==> src/rtl/cpu_timing_pkg.sv <==
// Shared types, default phase constants and helpers for the CPU phase sequencer.
package cpu_timing_pkg;

  typedef enum logic [1:0] {
    ST_IDLE = 2'd0,
    ST_RUN  = 2'd1,
    ST_WAIT = 2'd2
  } state_e;

  localparam int NUM_PHASES_DEF  = 8;
  localparam int FETCH_START_DEF = 0;
  localparam int FETCH_END_DEF   = 3;
  localparam int ALU_PHASE_A_DEF = 0;
  localparam int ALU_PHASE_B_DEF = 2;
  localparam int CNT_W_DEF       = 16;

  function automatic int phase_w(input int n);
    return (n <= 1) ? 1 : $clog2(n);
  endfunction

  // Bit i set for lo <= i <= hi; callers truncate to their phase count.
  function automatic logic [31:0] window_mask(input int lo, input int hi);
    logic [31:0] m;
    m = 32'd0;
    for (int i = 0; i < 32; i++) begin
      m[i] = (i >= lo) && (i <= hi);
    end
    return m;
  endfunction

endpackage

==> src/rtl/cpu_phase_ring.sv <==
// One-hot phase ring: clear loads phase 0, hold freezes, advance rotates.
module cpu_phase_ring #(
  parameter int N = 8
) (
  input  logic         clk_i,
  input  logic         rst_i,
  input  logic         advance_i,
  input  logic         hold_i,
  input  logic         clear_i,
  output logic [N-1:0] ring_o,
  output logic         wrap_o
);

  logic [N-1:0] ring_q, ring_d;

  always_comb begin
    ring_d = ring_q;
    if (clear_i) begin
      ring_d = N'(1);
    end else if (advance_i && !hold_i) begin
      ring_d = {ring_q[N-2:0], ring_q[N-1]};
    end else begin
      ring_d = ring_q;
    end
  end

  always_ff @(posedge clk_i or posedge rst_i) begin
    if (rst_i) begin
      ring_q <= N'(1);
    end else begin
      ring_q <= ring_d;
    end
  end

  assign ring_o = ring_q;
  assign wrap_o = advance_i & ~hold_i & ~clear_i & ring_q[N-1];

endmodule

==> src/rtl/cpu_phase_seq.sv <==
// Multi-phase CPU timing generator with stall, single-step and cycle counter.
// Optional stall watchdog enabled by defining CPU_PHASE_SEQ_STALL_LIMIT_EN.
module cpu_phase_seq
  import cpu_timing_pkg::*;
#(
  parameter int NUM_PHASES  = NUM_PHASES_DEF,
  parameter int FETCH_START = FETCH_START_DEF,
  parameter int FETCH_END   = FETCH_END_DEF,
  parameter int ALU_PHASE_A = ALU_PHASE_A_DEF,
  parameter int ALU_PHASE_B = ALU_PHASE_B_DEF,
  parameter int CNT_W       = CNT_W_DEF
`ifdef CPU_PHASE_SEQ_STALL_LIMIT_EN
  ,parameter int STALL_MAX  = 255
`endif
) (
  input  logic                           clk,
  input  logic                           reset,
  input  logic                           stall,
  input  logic                           step_mode,
  input  logic                           step,
  output logic                           fetch,
  output logic                           alu_enable,
  output logic [NUM_PHASES-1:0]          phase_onehot,
  output logic [phase_w(NUM_PHASES)-1:0] phase_idx,
  output logic                           cycle_done,
  output logic [CNT_W-1:0]               cycle_cnt,
  output logic                           running
`ifdef CPU_PHASE_SEQ_STALL_LIMIT_EN
  ,output logic                          stall_timeout
`endif
);

  localparam int PW = phase_w(NUM_PHASES);
  localparam logic [NUM_PHASES-1:0] FETCH_MASK =
    NUM_PHASES'(window_mask(FETCH_START, FETCH_END));
  localparam logic [NUM_PHASES-1:0] ALU_MASK =
    NUM_PHASES'(window_mask(ALU_PHASE_A, ALU_PHASE_A) | window_mask(ALU_PHASE_B, ALU_PHASE_B));

  if (NUM_PHASES < 4 || NUM_PHASES > 16 || FETCH_START < 0 || FETCH_END < FETCH_START ||
      FETCH_END >= NUM_PHASES || ALU_PHASE_A < 0 || ALU_PHASE_A >= NUM_PHASES ||
      ALU_PHASE_B < 0 || ALU_PHASE_B >= NUM_PHASES || CNT_W < 1) begin : g_param_bad
    $fatal(1, "cpu_phase_seq: illegal parameter combination");
  end

  state_e                  mode_q, mode_d;
  logic [CNT_W-1:0]        cnt_q, cnt_d;
  logic [NUM_PHASES-1:0]   ring_s;
  logic                    ring_wrap_s, ring_ok_s, run_s;
  logic                    adv_s, clr_s;
  logic [PW-1:0]           idx_s;

  cpu_phase_ring #(.N(NUM_PHASES)) u_ring (
    .clk_i     (clk),
    .rst_i     (reset),
    .advance_i (adv_s),
    .hold_i    (stall),
    .clear_i   (clr_s),
    .ring_o    (ring_s),
    .wrap_o    (ring_wrap_s)
  );

  assign ring_ok_s = $onehot(ring_s);
  assign run_s     = (mode_q == ST_RUN) && ring_ok_s;

  // A corrupted ring or unused mode code falls back to IDLE; the counter survives.
  always_comb begin
    mode_d = mode_q;
    cnt_d  = cnt_q;
    adv_s  = 1'b0;
    clr_s  = 1'b0;
    case (mode_q)
      ST_IDLE: begin
        mode_d = ST_RUN;
        clr_s  = 1'b1;
      end
      ST_RUN: begin
        if (!ring_ok_s) begin
          mode_d = ST_IDLE;
          clr_s  = 1'b1;
        end else if (stall) begin
          mode_d = ST_RUN;
        end else begin
          adv_s = 1'b1;
          if (ring_s[NUM_PHASES-1]) begin
            cnt_d  = cnt_q + CNT_W'(1);
            mode_d = step_mode ? ST_WAIT : ST_RUN;
          end else begin
            mode_d = ST_RUN;
          end
        end
      end
      ST_WAIT: begin
        if (step || !step_mode) begin
          mode_d = ST_RUN;
          clr_s  = 1'b1;
        end else begin
          mode_d = ST_WAIT;
        end
      end
      default: begin
        mode_d = ST_IDLE;
        clr_s  = 1'b1;
      end
    endcase
  end

  always_ff @(posedge clk or posedge reset) begin
    if (reset) begin
      mode_q <= ST_IDLE;
      cnt_q  <= '0;
    end else begin
      mode_q <= mode_d;
      cnt_q  <= cnt_d;
    end
  end

  always_comb begin
    idx_s = '0;
    for (int i = 0; i < NUM_PHASES; i++) begin
      idx_s = idx_s | (ring_s[i] ? PW'(i) : PW'(0));
    end
  end

  assign phase_onehot = run_s ? ring_s : '0;
  assign phase_idx    = run_s ? idx_s : '0;
  assign fetch        = run_s & (|(ring_s & FETCH_MASK));
  assign alu_enable   = run_s & ~stall & (|(ring_s & ALU_MASK));
  assign cycle_done   = ring_wrap_s;
  assign cycle_cnt    = cnt_q;
  assign running      = run_s;

`ifdef CPU_PHASE_SEQ_STALL_LIMIT_EN
  localparam int SW = $clog2(STALL_MAX + 1);
  logic [SW-1:0] stall_cnt_q, stall_cnt_d;
  logic          timeout_q, timeout_d;

  // Counts consecutive stalled edges in any state; the flag stays up until reset.
  always_comb begin
    stall_cnt_d = stall_cnt_q;
    timeout_d   = timeout_q;
    if (stall) begin
      if (stall_cnt_q != SW'(STALL_MAX)) begin
        stall_cnt_d = stall_cnt_q + SW'(1);
      end else begin
        stall_cnt_d = stall_cnt_q;
      end
      if (stall_cnt_q >= SW'(STALL_MAX - 1)) begin
        timeout_d = 1'b1;
      end else begin
        timeout_d = timeout_q;
      end
    end else begin
      stall_cnt_d = '0;
    end
  end

  always_ff @(posedge clk or posedge reset) begin
    if (reset) begin
      stall_cnt_q <= '0;
      timeout_q   <= 1'b0;
    end else begin
      stall_cnt_q <= stall_cnt_d;
      timeout_q   <= timeout_d;
    end
  end

  assign stall_timeout = timeout_q;
`endif

endmodule

==> config.mk <==
export PLATFORM = sky130hd
export DESIGN_NAME = cpu_phase_seq
export DESIGN_NICKNAME = d
export VERILOG_FILES = /design/src/rtl/cpu_timing_pkg.sv /design/src/rtl/cpu_phase_ring.sv /design/src/rtl/cpu_phase_seq.sv
export SDC_FILE = /design/constraint.sdc
export NUM_CORES = 1
export LEC_CHECK = 0
export CAP_MARGIN = 20
export CORE_AREA = 2 2 41 80
export DETAILED_ROUTE_END_ITERATION = 16
export DIE_AREA = 0 0 43 82
export GPL_TIMING_DRIVEN = 0
export PLACE_DENSITY = 0.89
export SLEW_MARGIN = 10
export SYNTH_ARGS = -nofsm -noshare
export SYNTH_HDL_FRONTEND = slang
export SYNTH_SLANG_ARGS = --single-unit
==> constraint.sdc <==
create_clock -name clk -period 9.6 [get_ports clk]
set_clock_uncertainty 0.05 [all_clocks]
set_input_delay 0.96 -clock clk [delete_from_list [all_inputs] [get_ports clk]]
set_output_delay 0.96 -clock clk [all_outputs]
set_load 0.01 [all_outputs]
After elaboration in Yosys (flattened, before gate mapping) --
Index checks and enable logic that the tools add are counted.
Storage, ports and cells: ROM bits 0, register bits 26, word-level logic and storage cells 61, memories kept 0, bits in writable memories 0, latch bits 0
Operators by class: shift operators 0, add/subtract/negate cells 8, muxes and demuxes 23, $mul 0, divide/modulo/power cells 0, bitwise logic cells 14, magnitude comparators 0, equal/unequal tests 3, reduce and logical (&&, ||, !) cells 10
Operators with widths (count):
- $mux W8 | 3
- $add A16 B1 Y16 const B | 1
- $mux W3 | 5
- $mux W2 | 7
- $or A3 B3 Y3 | 3
- $add A1 B1 Y2 | 4
- $add A2 B2 Y3 | 2
- $and A1 B1 Y1 | 6
- $mux W1 | 6
- $pmux W2 S3 | 1
- $add A3 B3 Y4 | 1
- $eq A4 B1 Y1 const B | 1
- $reduce_and A4 Y1 | 1
- $reduce_or A4 Y1 | 1
- $or A2 B3 Y3 | 1
- $eq A2 B1 Y1 const B | 1
- $eq A2 B2 Y1 const B | 1
- $logic_and A1 B1 Y1 | 2
- $logic_not A1 Y1 | 2
- $logic_not A2 Y1 | 1
- $not A1 Y1 | 2
- $or A1 B2 Y2 | 1
- $or A2 B2 Y2 | 1
- $pmux W1 S2 | 1
- 3 further kinds | 3

Depth between registers and ports, before layout --
Gate-level depths: netlist (run 1).
word-level depth 9, depth in mapped cells 14, mapped depth without buffers 14

Cells and area by module --
Synthesis (run 1) repeated with hierarchy kept, for this count alone.
Unflattened totals: cells, all modules 156, area, all modules 1582.8 µm²
By module, submodules not included:
- cpu_phase_seq | area an instance 1203.7 µm², instances 1, cells each 124, seq. area each 450.4 µm²
- cpu_phase_ring | area an instance 379.1 µm², instances 1, cells each 32, seq. area each 201.4 µm²

Least setup slack after synthesis (run 1) --
Ideal clock, no wire load.
path kind register to output, start reg u_ring.ring_q[0], in the netlist u_ring.ring_o[0], end out phase_idx[0], stages on the path, launching flop included 13, arrival 3.522 ns, data required time 8.590 ns, path buffers 1, setup slack 5.068 ns, cells stage by stage dfstp_2 inv_1 fa_1 fa_1 fa_1 inv_1 ha_1 inv_1 fa_1 and3_1 nand2_1 clkbuf_1 a41oi_1
On the way: cells in the longest elaborated chain, start to end 6
RTL lines:
- from (decl) | RTL line cpu_phase_ring.sv:14 | logic [N-1:0] ring_q, ring_d;
- from (signal assigned) | RTL line cpu_phase_ring.sv:31 | ring_q <= ring_d;
- $add A1 B1 Y2 (not written as such) | RTL line cpu_phase_seq.sv:62 | assign ring_ok_s = $onehot(ring_s);
- $add A2 B2 Y3 (not written as such) | RTL line cpu_phase_seq.sv:62
- $add A3 B3 Y4 (not written as such) | RTL line cpu_phase_seq.sv:62
- $eq A4 B1 Y1 | RTL line cpu_phase_seq.sv:62
- $logic_and A1 B1 Y1 | RTL line cpu_phase_seq.sv:63 | assign run_s = (mode_q == ST_RUN) && ring_ok_s;
- $mux W3 | RTL line cpu_phase_seq.sv:125 | assign phase_idx = run_s ? idx_s : '0;
- to (decl) | RTL line cpu_phase_seq.sv:24 | output logic [phase_w(NUM_PHASES)-1:0] phase_idx,
No other way between the ends.

Final worst setup path (run 1) --
Same ends and word-level chain as after synthesis.

==> results of run 1 <==
-- synth_stat cells --
master    number  area share [%]
inv_1         19             4.8
nand2_1       11             2.8
xnor2_1       11             6.5
a31o_2         1            0.59
nand4_2        1            0.84
fa_1           4             5.4
nand3_1        8             2.7
nand4_1        7             2.9
clkbuf_1       2            0.50
ha_1           9             7.6
xor2_1         4             2.4
nand2b_1       2            0.84
a21oi_1        1            0.34
a22o_1         7             4.1
or4_1          1            0.50
and3_1         5             2.1
nor3_1         4             1.3
a22oi_1        1            0.50
nor3_2         2             1.3
nor2b_1        1            0.42
dfrtp_1       25              42
o21ai_0        2            0.67
nor2_1        17             4.3
o21ai_1        1            0.34
a211oi_1       1            0.50
a41oi_1        2             1.2
dfstp_2        1             1.8
a31oi_1        2            0.84
-- metal layers --
layer | wire length [µm] | GRT usage [%] | vias up
met2 | 1980 | 42.6 | 55
met3 | 165 | 2.42 | 13
li1 | - | - | 590
met4 | 107 | 10.3 | 0
met1 | 1250 | 20.7 | 615
met5 | 0 | 0 | -
-- cell type report --
type,count,area (µm²),area share (%)
clock buffers,3,41.3,2.12
well taps,30,37.5,1.93
clock inverters,1,30.0,1.54
repair buffers,35,350,18.0
flip-flops and latches,26,652,33.5
plain buffers,2,7.51,0.385
multi-input cells,105,758,38.9
inverters,19,71.3,3.66
-- cells by family after synthesis --
logic type	after synthesis
xor+xnor	15
fa+ha+maj	13
flops	26
buf+inv	21
compound gates	18
simple gates	59
-- power groups by stage --
stage / registers (mW) / clock network (mW) / logic, mW
finish: 0.122 / 0.0894 / 0.146
global route: 0.123 / 0.0947 / 0.163
CTS: 0.122 / 0.0897 / 0.146
detailed placement: 0.124 / 0 / 0.146
global placement: 0.124 / 0 / 0.137
floorplan: 0.122 / 0 / 0.0875
-- worst min-delay path by stage --
stage	slack [ps]	to
after floorplan	440	u_ring.ring_o[2]
after global placement	410	cycle_cnt[15]
after detailed placement	410	cycle_cnt[15]
after CTS	430	cycle_cnt[15]
after global routing	440	cycle_cnt[15]
final	420	cycle_cnt[15]
-- sequential cells by signal, indices dropped and copies added, names as in the netlist --
name	count
u_ring.ring_o	8
cycle_cnt	16
mode_q	2
-- metrics by stage --
step / cells / setup WS, ps / hold WS, ps / cell area, µm²
after CTS: 221 / 4010 / 427 / 1950
final: 221 / 4020 / 422 / 1950
after floorplan: 152 / 5070 / 438 / 1490
after global routing: 221 / 3750 / 441 / 1950
after detailed placement: 217 / 4340 / 415 / 1880
after global placement: 217 / 4420 / 411 / 1880
==> run summary, run 1 <==
outcome - finished, final reports clean
Seq pwr share - 34.2%
Clk pwr share - 25.0%
worst slew pin tran - 933 ps
initial core utilization - 50.6%
gpl congestion - 0.836
mux cell area share after synthesis - 0%
Core ar. - 2940 µm²
Max Buffers Root-to-Sink - 2
Setup crit end kind - primary output
Hold Path Depth - 1
GRT overflow - 0
Mean Syn Cell Area - 9.80 µm²
P&R area growth vs syn - 30.8%
Max Fclk - 179 MHz
Tot Pwr - 0.358 mW
Adder-Cell Fraction of Synth Area - 12.9%
cts repair resizes - 0
wire length per cell - 15.8 µm
nets - 210
WP depth - 13
Routed Antenna Nets - 0
CP delay by family, top - adder cells
first-pass GRT wire length - 5760 µm
Final Slew Violations - 0
r2r startpoint - u_ring.ring_o[0]
DIE WIDTH - 43 µm
cts bufs inserted - 3
Setup TNS - 0 ps
antenna cells - 0
port bufs - 35
switch share - 34.7%
commonest non-fill, non-tap cell in the layout - clkdlybuf4s50_1
CP Data Required Time - 8590 ps
total iterations of the first detailed-routing run - 4
DR vias/cell - 5.76
clk_lat worst skew - 270 ps
crit path launch type - flip-flop
vias in the first global route - 1,311
Arr. time, crit path - 4570 ps
Fill cells - 234
min cycle time layout - 5580 ps
max cap viols - 0
row count - 28
R2R Path End - cycle_cnt[11]
CTS clk-pin slew, worst paths - 90 ps
critical path's slowest cell - fa_1
Final setup viols - 0
Tightest Hold Check Type - reg2reg
crit path to - phase_idx[0]
iteration-0 DRC count of the detailed router - 26
CTS tree - built
post-synthesis cell area - 1490 µm²
antenna violations before repair - 0
power share of the combinational group - 40.8%
synth warn - 0
cell chain of the critical path - inv_1, fa_1, fa_1, fa_1, inv_1, ha_1, inv_1, fa_1, and3_1, nand2_1, clkbuf_1, a41oi_1, clkdlybuf4s50_1
XOR/XNOR Fraction of Synth Area - 8.82%
H-tree Lvls - 1
Slew HR - 37.7%
Final Hold Viols - 0
CTS Root Buffer Type - clkbuf_8
CP peak stage delay - 590 ps
Synth Area in Compound Gates - 9.08%
CTS Hold Bufs - 0
crit path launch - u_ring.ring_o[0]
post-synthesis cell type count - 28
gr usage total - 21.3%
reg2reg setup slack - 5440 ps
post-synthesis net count - 170
CP bufs+invs - 5
HPWL after DPL - 2720 µm
Worst Hold Launch - cycle_cnt[15]
Ports - 36
Setup Fix Bufs, Post-CTS - 0
final WL - 3500 µm
Cells after Synth - 152
Crit Path Class - reg2out
largest net degree at the start of global routing - 27
RSZ-0062 raised after global routing - false
CTS sink cnt - 26
cell mode on critical path - fa_1
Worst Reg-to-Reg Cells - 13
Internal - 0.234 mW
crit-path max FO - 10
Switch Pwr - 0.124 mW
die area - 3530 µm²
main combinational cell family by area after synthesis - simple AND/OR/NAND/NOR gates
post-layout util - 66.2%
via count - 1,273
DIE HEIGHT - 82 µm
fin crit share - 58.2%
Worst VDD drop - 0.119 mV
DRC - 0
most frequent cells in the layout - 35 x clkdlybuf4s50_1, 25 x dfrtp_1, 19 x inv_1
register bit total from synthesis - 26
layout cells sized above 1 - 4.71%
Post-Synth Simple-Gate Area - 20.1%
sequential share of the synthesized area - 43.8%
Pleak - 0.880 nW
pwr dens - 184 nW/µm²
Note: power is estimated with default switching activity, not from simulation.
==> run 2, diff against run 1 <==
--- a/config.mk
+++ b/config.mk
@@ -6,11 +6,11 @@
 export NUM_CORES = 1
 export LEC_CHECK = 0
 export CAP_MARGIN = 20
-export CORE_AREA = 2 2 41 80
+export CORE_AREA = 2 2 45 88
 export DETAILED_ROUTE_END_ITERATION = 16
-export DIE_AREA = 0 0 43 82
+export DIE_AREA = 0 0 47 90
 export GPL_TIMING_DRIVEN = 0
-export PLACE_DENSITY = 0.89
+export PLACE_DENSITY = 0.79
 export SLEW_MARGIN = 10
 export SYNTH_ARGS = -nofsm -noshare
 export SYNTH_HDL_FRONTEND = slang
==> constraint.sdc (replaced) <==
create_clock -name clk -period 4.55 [get_ports clk]
set_clock_uncertainty 0.05 [all_clocks]
set_input_delay 0.455 -clock clk [delete_from_list [all_inputs] [get_ports clk]]
set_output_delay 0.455 -clock clk [all_outputs]
set_load 0.01 [all_outputs]
==> run 2 against run 1 <==
Effect of this change: highest routed layer unchanged; utilization is 11 points lower; clock power is 110% higher; largest cell class unchanged; worst hold slack better by 1.3 ps; total power is 110% higher; count of clock-buffer cells in the layout stayed put; largest power group unchanged; non-clock buffer count is 1 higher; worst setup slack worse by 3900 ps; sequential share of layout area is 0.26 points lower; cell count is 9.0% higher; via count is 3.6% lower; critical path depth is 1 lower.
==> run summary, run 2 (same netlist as run 1, synthesis figures left out) <==
largest net degree at the start of global routing - 27 (unchanged)
Switch Pwr - 0.262 mW (+110%)
critical path's slowest cell - dfstp_2
Internal - 0.490 mW (+110%)
Routed Antenna Nets - 0 (unchanged)
final WL - 3100 µm (-11%)
Seq pwr share - 34.2% (about the same)
initial core utilization - 41.7% (-8.9 points)
clk_lat worst skew - 270 ps (about the same)
Setup crit end kind - primary output
worst slew pin tran - 949 ps (+16.5 ps)
Final Hold Viols - 0 (unchanged)
Pleak - 0.925 nW (+5.1%)
Final setup viols - 0 (unchanged)
first-pass GRT wire length - 5100 µm (-11%)
Max Buffers Root-to-Sink - 2 (unchanged)
Fin Hold WS - 424 ps (+1.34 ps)
vias in the first global route - 1,199 (-8.5%)
min cycle time layout - 4430 ps
fin crit share - 97.3%
Tightest Hold Check Type - reg2reg
iteration-0 DRC count of the detailed router - 21 (-19%)
Max Fclk - 226 MHz
switch share - 34.8% (+0.11 points)
crit-path max FO - 8 (-2)
pwr dens - 383 nW/µm² (+110%)
DR vias/cell - 5.09 (-12%)
port bufs - 35 (unchanged)
Slew HR - 36.6% (-1.1 points)
Arr. time, crit path - 3920 ps (-650 ps)
crit path launch type - flip-flop
die area - 4230 µm² (+20%)
CTS sink cnt - 26 (unchanged)
gpl congestion - 0.802 (-4.1%)
total iterations of the first detailed-routing run - 4 (unchanged)
row count - 31 (+11%)
Setup TNS - 0 ps (unchanged)
H-tree Lvls - 1 (unchanged)
GRT overflow - 0 (unchanged)
nets - 211 (+0.48%)
cell chain of the critical path - inv_1, fa_1, fa_1, fa_1, inv_1, ha_2, inv_1, fa_2, and3_4, nand3_4, nor2_1, dlygate4sd2_1
commonest non-fill, non-tap cell in the layout - dfrtp_1
Ports - 36 (unchanged)
Crit Path Class - reg2out
max cap viols - 0 (unchanged)
gr usage total - 15.8% (-5.5 points)
antenna cells - 0 (unchanged)
HPWL after DPL - 2450 µm (-9.9%)
max reg flops - 16 (unchanged)
CTS clk-pin slew, worst paths - 90 ps (about the same)
DIE HEIGHT - 90 µm (+9.8%)
CTS Hold Bufs - 0 (unchanged)
Final Slew Violations - 0 (unchanged)
CTS Root Buffer Type - clkbuf_8
CP peak stage delay - 560 ps (-30 ps)
DIE WIDTH - 47 µm (+9.3%)
via count - 1,227 (-3.6%)
DRC - 0 (unchanged)
power share of the combinational group - 40.7% (about the same)
cts bufs inserted - 3 (unchanged)
P&R area growth vs syn - 31.8%
antenna violations before repair - 0 (unchanged)
Tot Pwr - 0.752 mW (+110%)
Worst VDD drop - 0.391 mV (+230%)
wire length per cell - 12.9 µm (-19%)
CTS tree - built
Core ar. - 3570 µm² (+21%)
CP Data Required Time - 4050 ps (-4540 ps)
Clk pwr share - 25.0% (about the same)
most frequent cells in the layout - 25 x dfrtp_1, 20 x clkdlybuf4s50_1, 19 x inv_1
layout cells sized above 1 - 13.5% (+8.8 points)
outcome - finished, final reports clean
-- run 2: cell types whose count changed in the layout (fill, tap and decap cells not counted), moves of 2 or more --
cell             change
clkbuf_2             +8
dlygate4sd2_1        +5
clkdlybuf4s50_1     -15
buf_2                +2
-- run 2: worst max-delay path: cells and delay by family, from the launching register on --
family	cells	cell delay, ps
AND/OR/NAND/NOR	3	530
buffers and inverters	4	490
adder cells (fa/ha/maj)	5	2090
flip-flops	1	560
-- run 2: per-stage QoR --
stage / area [µm²] / worst slack, ps / instances / utilization (%)
after floorplan: 1490 / 523 / 152 / -
after global placement: 1900 / -127 / 236 / 53.3
after detailed placement: 1900 / -156 / 236 / 53.3
after CTS: 1990 / 14.4 / 241 / 55.9
after global routing: 1960 / -26.7 / 241 / 55.0
final: 1960 / 122 / 241 / 55.0
-- run 2: area by class of cell --
type | instances | area, µm²
clock buffers | 3 | 41.3
multi-input cells | 105 | 788
inverters | 19 | 71.3
clock inverters | 1 | 30.0
plain buffers | 2 | 17.5
fillers | 341 | 1610
well taps | 49 | 61.3
flip-flops and latches | 26 | 652
repair buffers | 36 | 302
-- run 2: timing repair --
action / CTS / global route
pin swaps: 1 / 3
setup endpoints to repair: 15 / 15
gates resized for setup: 29 / 19
buffers inserted: 1 / 0
-- run 2: power by group through the flow --
stage | sequential [mW] | clock [mW] | combinational, mW
6_report | 0.258 | 0.188 | 0.306
5_1_grt | 0.260 | 0.201 | 0.342
4_1_cts | 0.258 | 0.190 | 0.315
3_5_place_dp | 0.262 | 0 | 0.298
3_3_place_gp | 0.261 | 0 | 0.292
2_1_floorplan | 0.258 | 0 | 0.185
-- run 2: routing by layer --
metal  global-route usage (%)  routed length (µm)  share of wire [%]
met1                     18.6                1210                 39
met2                     27.7                1730                 56
met3                     1.81                 100                3.2
met4                     5.32                  59                1.9
met5                        0                   0                  0
-- run 2: worst paths after layout --
kind                                       start            end  slack, ps  cells past startpoint
min in group asynchronous                  reset   cycle_cnt[4]        650                      2
worst min register to register     cycle_cnt[15]  cycle_cnt[15]        420                      1
worst min-delay path               cycle_cnt[15]  cycle_cnt[15]        420                      1
max in group asynchronous                  reset  cycle_cnt[12]       3220                      2
worst max-delay path            u_ring.ring_o[0]     cycle_done        120                     12
worst max register to register  u_ring.ring_o[0]  cycle_cnt[15]        450                     15
